<file path="src/rtl/score_disp_pkg.sv">
// Shared glyph constants and FSM state type for the score display driver.
// Segment order is {g,f,e,d,c,b,a}, active-low.
package score_disp_pkg;

    localparam logic [6:0] SEG_0     = 7'b100_0000;
    localparam logic [6:0] SEG_1     = 7'b111_1001;
    localparam logic [6:0] SEG_2     = 7'b010_0100;
    localparam logic [6:0] SEG_3     = 7'b011_0000;
    localparam logic [6:0] SEG_4     = 7'b001_1001;
    localparam logic [6:0] SEG_5     = 7'b001_0010;
    localparam logic [6:0] SEG_6     = 7'b000_0010;
    localparam logic [6:0] SEG_7     = 7'b111_1000;
    localparam logic [6:0] SEG_8     = 7'b000_0000;
    localparam logic [6:0] SEG_9     = 7'b001_0000;
    localparam logic [6:0] SEG_BLANK = 7'b111_1111;
    localparam logic [6:0] SEG_ERR   = 7'b011_0110;

    typedef enum logic [1:0] {
        StIdle,
        StShift,
        StUpdate
    } state_e;

endpackage

</file>
<file path="src/rtl/seg7_digit_dec.sv">
// Combinational BCD nibble to active-low 7-segment glyph; non-decimal nibbles
// map to the error glyph.
module seg7_digit_dec
    import score_disp_pkg::*;
(
    input  logic [3:0] digit,
    output logic [6:0] seg
);

    always_comb begin
        seg = SEG_ERR;
        case (digit)
            4'd0:    seg = SEG_0;
            4'd1:    seg = SEG_1;
            4'd2:    seg = SEG_2;
            4'd3:    seg = SEG_3;
            4'd4:    seg = SEG_4;
            4'd5:    seg = SEG_5;
            4'd6:    seg = SEG_6;
            4'd7:    seg = SEG_7;
            4'd8:    seg = SEG_8;
            4'd9:    seg = SEG_9;
            default: seg = SEG_ERR;
        endcase
    end

endmodule

</file>
<file path="src/rtl/score_bin2seg_nd.sv">
// Binary score to multi-digit 7-segment driver: iterative double-dabble, one
// shift per clock, with overflow detection and optional leading-zero blanking.
module score_bin2seg_nd
    import score_disp_pkg::*;
#(
    parameter int unsigned BIN_W      = 14,
    parameter int unsigned NUM_DIGITS = 4
) (
    input  logic                    clk,
    input  logic                    rst,
    input  logic                    load,
    input  logic [BIN_W-1:0]        bin_in,
    input  logic                    blank_en,
    output logic                    busy,
    output logic                    done,
    output logic                    overflow,
    output logic [4*NUM_DIGITS-1:0] bcd_out,
    output logic [7*NUM_DIGITS-1:0] hex_out
);

    localparam int unsigned SCR_W = 4 * NUM_DIGITS;
    localparam int unsigned HEX_W = 7 * NUM_DIGITS;
    localparam int unsigned CNT_W = $clog2(BIN_W + 1);

    state_e             state_q, state_d;
    logic [BIN_W-1:0]   sr_q, sr_d;
    logic [SCR_W-1:0]   scr_q, scr_d, scr_adj;
    logic [CNT_W-1:0]   cnt_q, cnt_d;
    logic               ovf_q, ovf_d;
    logic               blank_q, blank_d;
    logic               done_q, done_d;
    logic               overflow_q, overflow_d;
    logic [SCR_W-1:0]   bcd_q, bcd_d;
    logic [HEX_W-1:0]   hex_q, hex_d;
    logic [HEX_W-1:0]   glyph;
    logic [NUM_DIGITS-1:0] blank_mask;
    logic               zero_above;

    for (genvar g = 0; g < NUM_DIGITS; g++) begin : g_dec
        seg7_digit_dec u_dec (
            .digit (scr_q[4*g +: 4]),
            .seg   (glyph[7*g +: 7])
        );
    end

    // Per-digit add-3 with no carry between digits.
    always_comb begin
        scr_adj = scr_q;
        for (int k = 0; k < NUM_DIGITS; k++) begin
            if (scr_q[4*k +: 4] >= 4'd5) begin
                scr_adj[4*k +: 4] = scr_q[4*k +: 4] + 4'd3;
            end
        end
    end

    // A digit is blanked when it and every digit above it are zero; units never.
    always_comb begin
        zero_above = 1'b1;
        blank_mask = '0;
        for (int k = int'(NUM_DIGITS) - 1; k >= 0; k--) begin
            zero_above    = zero_above && (scr_q[4*k +: 4] == 4'd0);
            blank_mask[k] = blank_q && zero_above && (k != 0);
        end
    end

    always_comb begin
        state_d    = state_q;
        sr_d       = sr_q;
        scr_d      = scr_q;
        cnt_d      = cnt_q;
        ovf_d      = ovf_q;
        blank_d    = blank_q;
        done_d     = 1'b0;
        overflow_d = overflow_q;
        bcd_d      = bcd_q;
        hex_d      = hex_q;
        case (state_q)
            StIdle: begin
                if (load) begin
                    sr_d    = bin_in;
                    scr_d   = '0;
                    ovf_d   = 1'b0;
                    blank_d = blank_en;
                    cnt_d   = CNT_W'(BIN_W);
                    state_d = StShift;
                end
            end
            StShift: begin
                scr_d = {scr_adj[SCR_W-2:0], sr_q[BIN_W-1]};
                sr_d  = sr_q << 1;
                if (scr_adj[SCR_W-1]) begin
                    ovf_d = 1'b1;
                end
                cnt_d = cnt_q - CNT_W'(1);
                if (cnt_q == CNT_W'(1)) begin
                    state_d = StUpdate;
                end
            end
            StUpdate: begin
                bcd_d      = scr_q;
                overflow_d = ovf_q;
                done_d     = 1'b1;
                for (int k = 0; k < NUM_DIGITS; k++) begin
                    if (ovf_q) begin
                        hex_d[7*k +: 7] = SEG_ERR;
                    end else if (blank_mask[k]) begin
                        hex_d[7*k +: 7] = SEG_BLANK;
                    end else begin
                        hex_d[7*k +: 7] = glyph[7*k +: 7];
                    end
                end
                state_d = StIdle;
            end
            default: state_d = StIdle;
        endcase
    end

    always_ff @(posedge clk or posedge rst) begin
        if (rst) begin
            state_q    <= StIdle;
            sr_q       <= '0;
            scr_q      <= '0;
            cnt_q      <= '0;
            ovf_q      <= 1'b0;
            blank_q    <= 1'b0;
            done_q     <= 1'b0;
            overflow_q <= 1'b0;
            bcd_q      <= '0;
            hex_q      <= {NUM_DIGITS{SEG_BLANK}};
        end else begin
            state_q    <= state_d;
            sr_q       <= sr_d;
            scr_q      <= scr_d;
            cnt_q      <= cnt_d;
            ovf_q      <= ovf_d;
            blank_q    <= blank_d;
            done_q     <= done_d;
            overflow_q <= overflow_d;
            bcd_q      <= bcd_d;
            hex_q      <= hex_d;
        end
    end

    assign busy     = (state_q != StIdle);
    assign done     = done_q;
    assign overflow = overflow_q;
    assign bcd_out  = bcd_q;
    assign hex_out  = hex_q;

endmodule

</file>
<file path="config.mk">
export PLATFORM = sky130hd
export DESIGN_NAME = score_bin2seg_nd
export DESIGN_NICKNAME = d
export VERILOG_FILES = /design/src/rtl/score_disp_pkg.sv /design/src/rtl/seg7_digit_dec.sv /design/src/rtl/score_bin2seg_nd.sv
export SDC_FILE = /design/constraint.sdc
export NUM_CORES = 1
export LEC_CHECK = 0
export BUFFER_PORTS_ARGS = -buffer_cell sky130_fd_sc_hd__buf_4
export CAP_MARGIN = 5
export CORE_UTILIZATION = 46
export DETAILED_ROUTE_END_ITERATION = 7
export PLACE_DENSITY = 0.7
export RECOVER_POWER = 100
export SYNTH_ARGS = -nofsm -noshare
export SYNTH_HDL_FRONTEND = slang
export SYNTH_HIERARCHICAL = 1
export SYNTH_SLANG_ARGS = --single-unit
</file>
<file path="constraint.sdc">
create_clock -name clk -period 2.36 [get_ports clk]
set_input_delay 0.354 -clock clk [delete_from_list [all_inputs] [get_ports clk]]
set_output_delay 0.354 -clock clk [all_outputs]
set_load 0.03 [all_outputs]
</file>
---- After elaboration in Yosys (flattened, before gate mapping) ----
Memory sizes are Yosys's and may differ from the RTL's.
Index checks and enable logic that the tools add are counted.
storage, ports and cells
  register bits ........................... 84
  bits in latches ......................... 0
  memory bits (writable) .................. 0
  bits in read-only memories .............. 448
  output and inout bits ................... 47
  word-level logic and storage cells ...... 68
  memories kept ........................... 4
operators by class
  add/subtract/negate cells ............... 5
  multiply operators ...................... 0
  divide/modulo/power cells ............... 0
  $lt $le $gt $ge ......................... 4
  equality and inequality tests ........... 6
  shift-type cells ........................ 0
  multiplexer cells ....................... 24
  bitwise logic cells ..................... 0
  reductions and logical operators ........ 15
memory list
  memory            depth  width  rd ports  clocked after memory_dff  wr ports  line                  RTL
  (name not given)  16     7      1         0                         0         seg7_digit_dec.sv:12  case (digit)
  (name not given)  16     7      1         0                         0         seg7_digit_dec.sv:12
  (name not given)  16     7      1         0                         0         seg7_digit_dec.sv:12
  (name not given)  16     7      1         0                         0         seg7_digit_dec.sv:12
operators with widths
  operator                                             count
  two-way mux 7 bit                                    7
  one-hot mux 16 bit (2 select lines)                  1
  one-hot mux 14 bit (2 select lines)                  1
  two-way mux 4 bit                                    5
  adder 4 x 2 -> 4 bit, second input constant          4
  >= comparator 4 x 3 -> 1 bit, second input constant  4
  two-way mux 16 bit                                   1
  two-way mux 14 bit                                   1
  zero test 4 bit                                      3
  one-hot mux 4 bit (2 select lines)                   1
  != test 2 bit, second input constant                 3
  AND reduction 2 bit                                  3
  logical AND 1 bit                                    5
  == test 4 x 1 -> 1 bit, second input constant        1
  two-way mux 2 bit                                    2
  one-hot mux 2 bit (2 select lines)                   1
  nonzero test 2 bit                                   2
  subtractor 4 x 1 -> 4 bit, second input constant     1
  two-way mux 1 bit                                    3
  AND reduction 3 bit                                  1
  == test 2 x 1 -> 1 bit, second input constant        1
  == test 2 bit, second input constant                 1
  zero test 2 bit                                      1
  one-hot mux 1 bit (2 select lines)                   1

---- Depth between registers and ports, before layout ----
  depth in word-level cells ............... 6
  depth in mapped cells ................... 6

---- Hierarchy ----
The synthesis kept the hierarchy.
by module, submodules not included
  module                               times used  cells each  area each (µm²)  sequential area each (µm²)
  score_bin2seg_nd                     1           380         3,809.9          2,137.0
  seg7_digit_dec (g_dec[0].u_dec ...)  3           29          209.0            0.0
  seg7_digit_dec (g_dec[1].u_dec)      1           28          200.2            0.0

---- Worst setup path before layout ----
Ideal clock, no wire load.
  kind .................................... flip-flop to flip-flop
  from .................................... register scr_q[13]
  to ...................................... register hex_q[10], in the netlist hex_out[10]
  arrival time ............................ 1.547 ns
  required time ........................... 2.277 ns
  setup slack ............................. 0.729 ns
  cell stages (with the launch flop) ...... 7
  buffers on the path ..................... 0
  period minus slack after synthesis ...... 1.631 ns
  cell sequence ........................... dfrtp_1 inv_1 ha_1 and4bb_4 and4_4 and2_4 a221o_1
between the ends
  longest elaborated chain between the ends .. 6
RTL lines
  element                          line                     RTL
  start: declaration               score_bin2seg_nd.sv:27   logic [SCR_W-1:0] scr_q, scr_d, scr_adj;
  start signal: assignment         score_bin2seg_nd.sv:133  scr_q <= scr_d;
  zero test 4 bit                  score_bin2seg_nd.sv:61   zero_above = zero_above && (scr_q[4*k +: 4] == 4'd0);
  logical AND 1 bit (2 in series)  score_bin2seg_nd.sv:61
  logical AND 1 bit                score_bin2seg_nd.sv:62   blank_mask[k] = blank_q && zero_above && (k != 0);
  two-way mux 7 bit                score_bin2seg_nd.sv:106  end else if (blank_mask[k]) begin
  two-way mux 7 bit                score_bin2seg_nd.sv:104  if (ovf_q) begin
  end signal: assignment           score_bin2seg_nd.sv:129  hex_q <= {NUM_DIGITS{SEG_BLANK}};
  end: declaration                 score_bin2seg_nd.sv:34   logic [HEX_W-1:0] hex_q, hex_d;
Every way passes these cells.
A chain may end at the register's enable or synchronous reset.

---- Worst setup path after layout ----
  from .................................... register state_q[0]
  to ...................................... output busy
between the ends
  longest elaborated chain between the ends .. 1
RTL lines
  element                   line                     RTL
  start: declaration        score_bin2seg_nd.sv:25   state_e state_q, state_d;
  start signal: assignment  score_bin2seg_nd.sv:120  state_q <= StIdle;
  start signal: assignment  score_bin2seg_nd.sv:131  state_q <= state_d;
  nonzero test 2 bit        score_bin2seg_nd.sv:144  assign busy = (state_q != StIdle);
  end: declaration          score_bin2seg_nd.sv:14   output logic busy,
Every way passes these cells.

==> out/qor.csv <==
metric;value;unit
final-stage net count;596;
post-synthesis sequential area ratio;0.461;
# resized after CTS;0;
Pre-Repair DR Iteration Count;5;
largest net degree at the start of global routing;71;
Tmin final;2050;ps
Synth Area in Compound Gates;0.185;
routed len/inst;13.9;um
number of synthesized flops with an enable pin;0;
Die X;102;um
Max Buffers Root-to-Sink;2;
WP data arrival;1690;ps
Layout area overhead;11.4;%
ys async rst share;1.00;
RSZ-0062 raised after global routing;no;
detailed-route wire length;9.56;mm
H-tree Lvls;3;
LEAKAGE;2.24;nW
max-slew violations;0;
proportion of layout cells with a drive suffix above 1;0.143;
GPL Wtd Cong;0.822;
Fin Setup TNS;0;ps
largest family of logic cells by synthesized area;simple AND/OR/NAND/NOR gates;
die area;10500;sq um
Initial Utilization;0.474;
Adder-Cell Fraction of Synth Area;0.0783;
vias in the first global route;3412;
Synth Instances;495;
final hold violation count;0;
CTS Buf Count;9;
maximum vdd drop;0.000432;V
synth warn;6;
hold crit path type;input pin to flop;
CTS tree;done;
grt total ovfl;0;
worst-margin pin slew;1060;ps
Crit Path Class;flop to primary output;
Synth area leaders;dfrtp_1, dfstp_2, ha_1;
worst skew pair latency;350;ps
flops & latches, synth;84;
via-per-instance ratio;5.33;
Chip Height;102;um
reg2reg setup slack;390;ps
Cell Area, Synth;4640;sq um
Initial DRC Count;150;
num ports;65;
PD cells;1260;nW/um^2
CTS sink count;84;
clock skew;10.3;ps
synth unique cells;50;
DRC;0;
Cell Rows;36;
Setup violations, final;0;
first-pass GRT wire length;16.0;mm
Diodes inserted;0;
status;finished clean;
multiplexer area fraction after synthesis;0.00459;
IO buf count;64;
Slew headroom;0.293;
Post-DRT Antenna Nets;0;
startpoint types;flop;
CP endpoint kind;primary output;
Synth Area in XOR/XNOR;0.00944;
Avg Inst Size Synth;9.37;sq um
Fmax;489;MHz
Synth area leader;dfrtp_1;
Global Route Usage Sum;0.196;
Post-synth top flop;dfrtp_1;
initial antenna violation count;0;
Vias;3663;
Root Driver;clkbuf_8;
final worst-path cycle share;0.867;
max_cap viols;0;
most frequent cells in the layout;nand2_1, dfrtp_1, clkbuf_1;
Clock transition at path regs;90;ps
crit path max fanout;30;
Util after Layout;0.529;
Post-Synth Simple-Gate Area;0.208;
CP Data Required Time;2010;ps
total core area;9770;sq um
commonest non-fill, non-tap cell in the layout;nand2_1;
syn_nets;542;
hpwl dp;6.48;mm
area share of the largest cell type after synthesis;0.302;
-- power breakdown --
group	internal (mW)	total, mW	switching (mW)
Clock	0.382	0.891	0.509
Combinational	1.22	2.98	1.76
Sequential	2.01	2.66	0.658
Total	3.61	6.54	2.93
-- cell usage after synthesis, drive strengths merged (2+ instances only) --
master / count
a21o: 3
a21oi: 43
a221o: 4
a22o: 7
and2b: 6
and3: 2
buf: 19
clkbuf: 10
dfrtp: 56
dfstp: 28
ha: 29
inv: 22
nand2: 80
nand2b: 16
nand3: 3
nand3b: 5
nor2: 38
nor2b: 7
nor3: 2
nor3b: 20
o21ai: 42
o22a: 6
o22ai: 6
o2bb2ai: 3
o311ai: 3
o31a: 3
o31ai: 8
o32a: 4
or2: 5
xnor2: 4
-- worst max-delay path: stages, from the launching register on --
cell,delay (ps)
dfrtp_1,500
buf_4,350
nor2_1,110
inv_1,70
clkbuf_1,310
-- path summary, 6_finish.rpt --
check	startpoint	to	depth (start not counted)
worst max-delay path	state_q[0]$_DFFE_PP0P_	busy	4
worst min-delay path	blank_en	blank_q$_DFFE_PP0P_	2
worst max register to register	scr_q[13]$_DFFE_PP0P_	hex_out[7]$_DFFE_PP1P_	6
worst min register to register	hex_out[23]$_DFFE_PP1P_	hex_out[23]$_DFFE_PP1P_	2
max in group asynchronous	rst	hex_out[12]$_DFFE_PP1P_	4
min in group asynchronous	rst	sr_q[3]$_DFFE_PP0P_	3
-- final cells by class --
| type | instances | area [sq um] |
|---|---|---|
| flip-flops and latches | 84 | 2140 |
| fillers | 952 | 4610 |
| clock buffers | 12 | 135 |
| inverters | 23 | 87.6 |
| repair buffers | 72 | 372 |
| well taps | 133 | 166 |
| multi-input cells | 359 | 2240 |
| clock inverters | 4 | 27.5 |
-- through the flow --
step	instances	power (mW)	worst slack (ps)	area [sq um]	hold WS [ps]
after floorplan	495	5.06	729	4640	450
after global placement	670	5.78	623	5190	353
after detailed placement	670	5.88	542	5190	356
after CTS	687	6.80	446	5360	237
after global routing	687	7.16	180	5170	236
final	687	6.54	313	5170	249
-- flip-flops by register name, summed over array words and instances (netlist names) --
name and cells:
bcd_out 16, blank_q 1, cnt_q 4, done 1, hex_out 28, overflow 1
ovf_q 1, scr_q 16, sr_q 14, state_q 2
-- routing by layer --
layer	track usage	part of all wire	up-vias
met5	0	0	-
met4	0.0560	0.0078	0
met3	0.0383	0.035	6
met2	0.316	0.46	74
met1	0.267	0.49	1770
li1	-	-	1813
-- what timing repair did --
item,4_1_cts,5_1_grt
hold endpoints to repair,14,0
setup buffers,0,0
hold buffers,1,0
-- logic make-up (layout without fill, tap and decap cells) --
logic type	Yosys count	after routing
and+or+nand+nor	187	187
AOI/OAI and AO/OA	136	136
DFF	84	84
buffers and inverters	52	111
adders and majority gates	29	29
xor gates and xnor gates	5	5
muxes	2	2
Note: power is estimated with default switching activity, not from simulation.
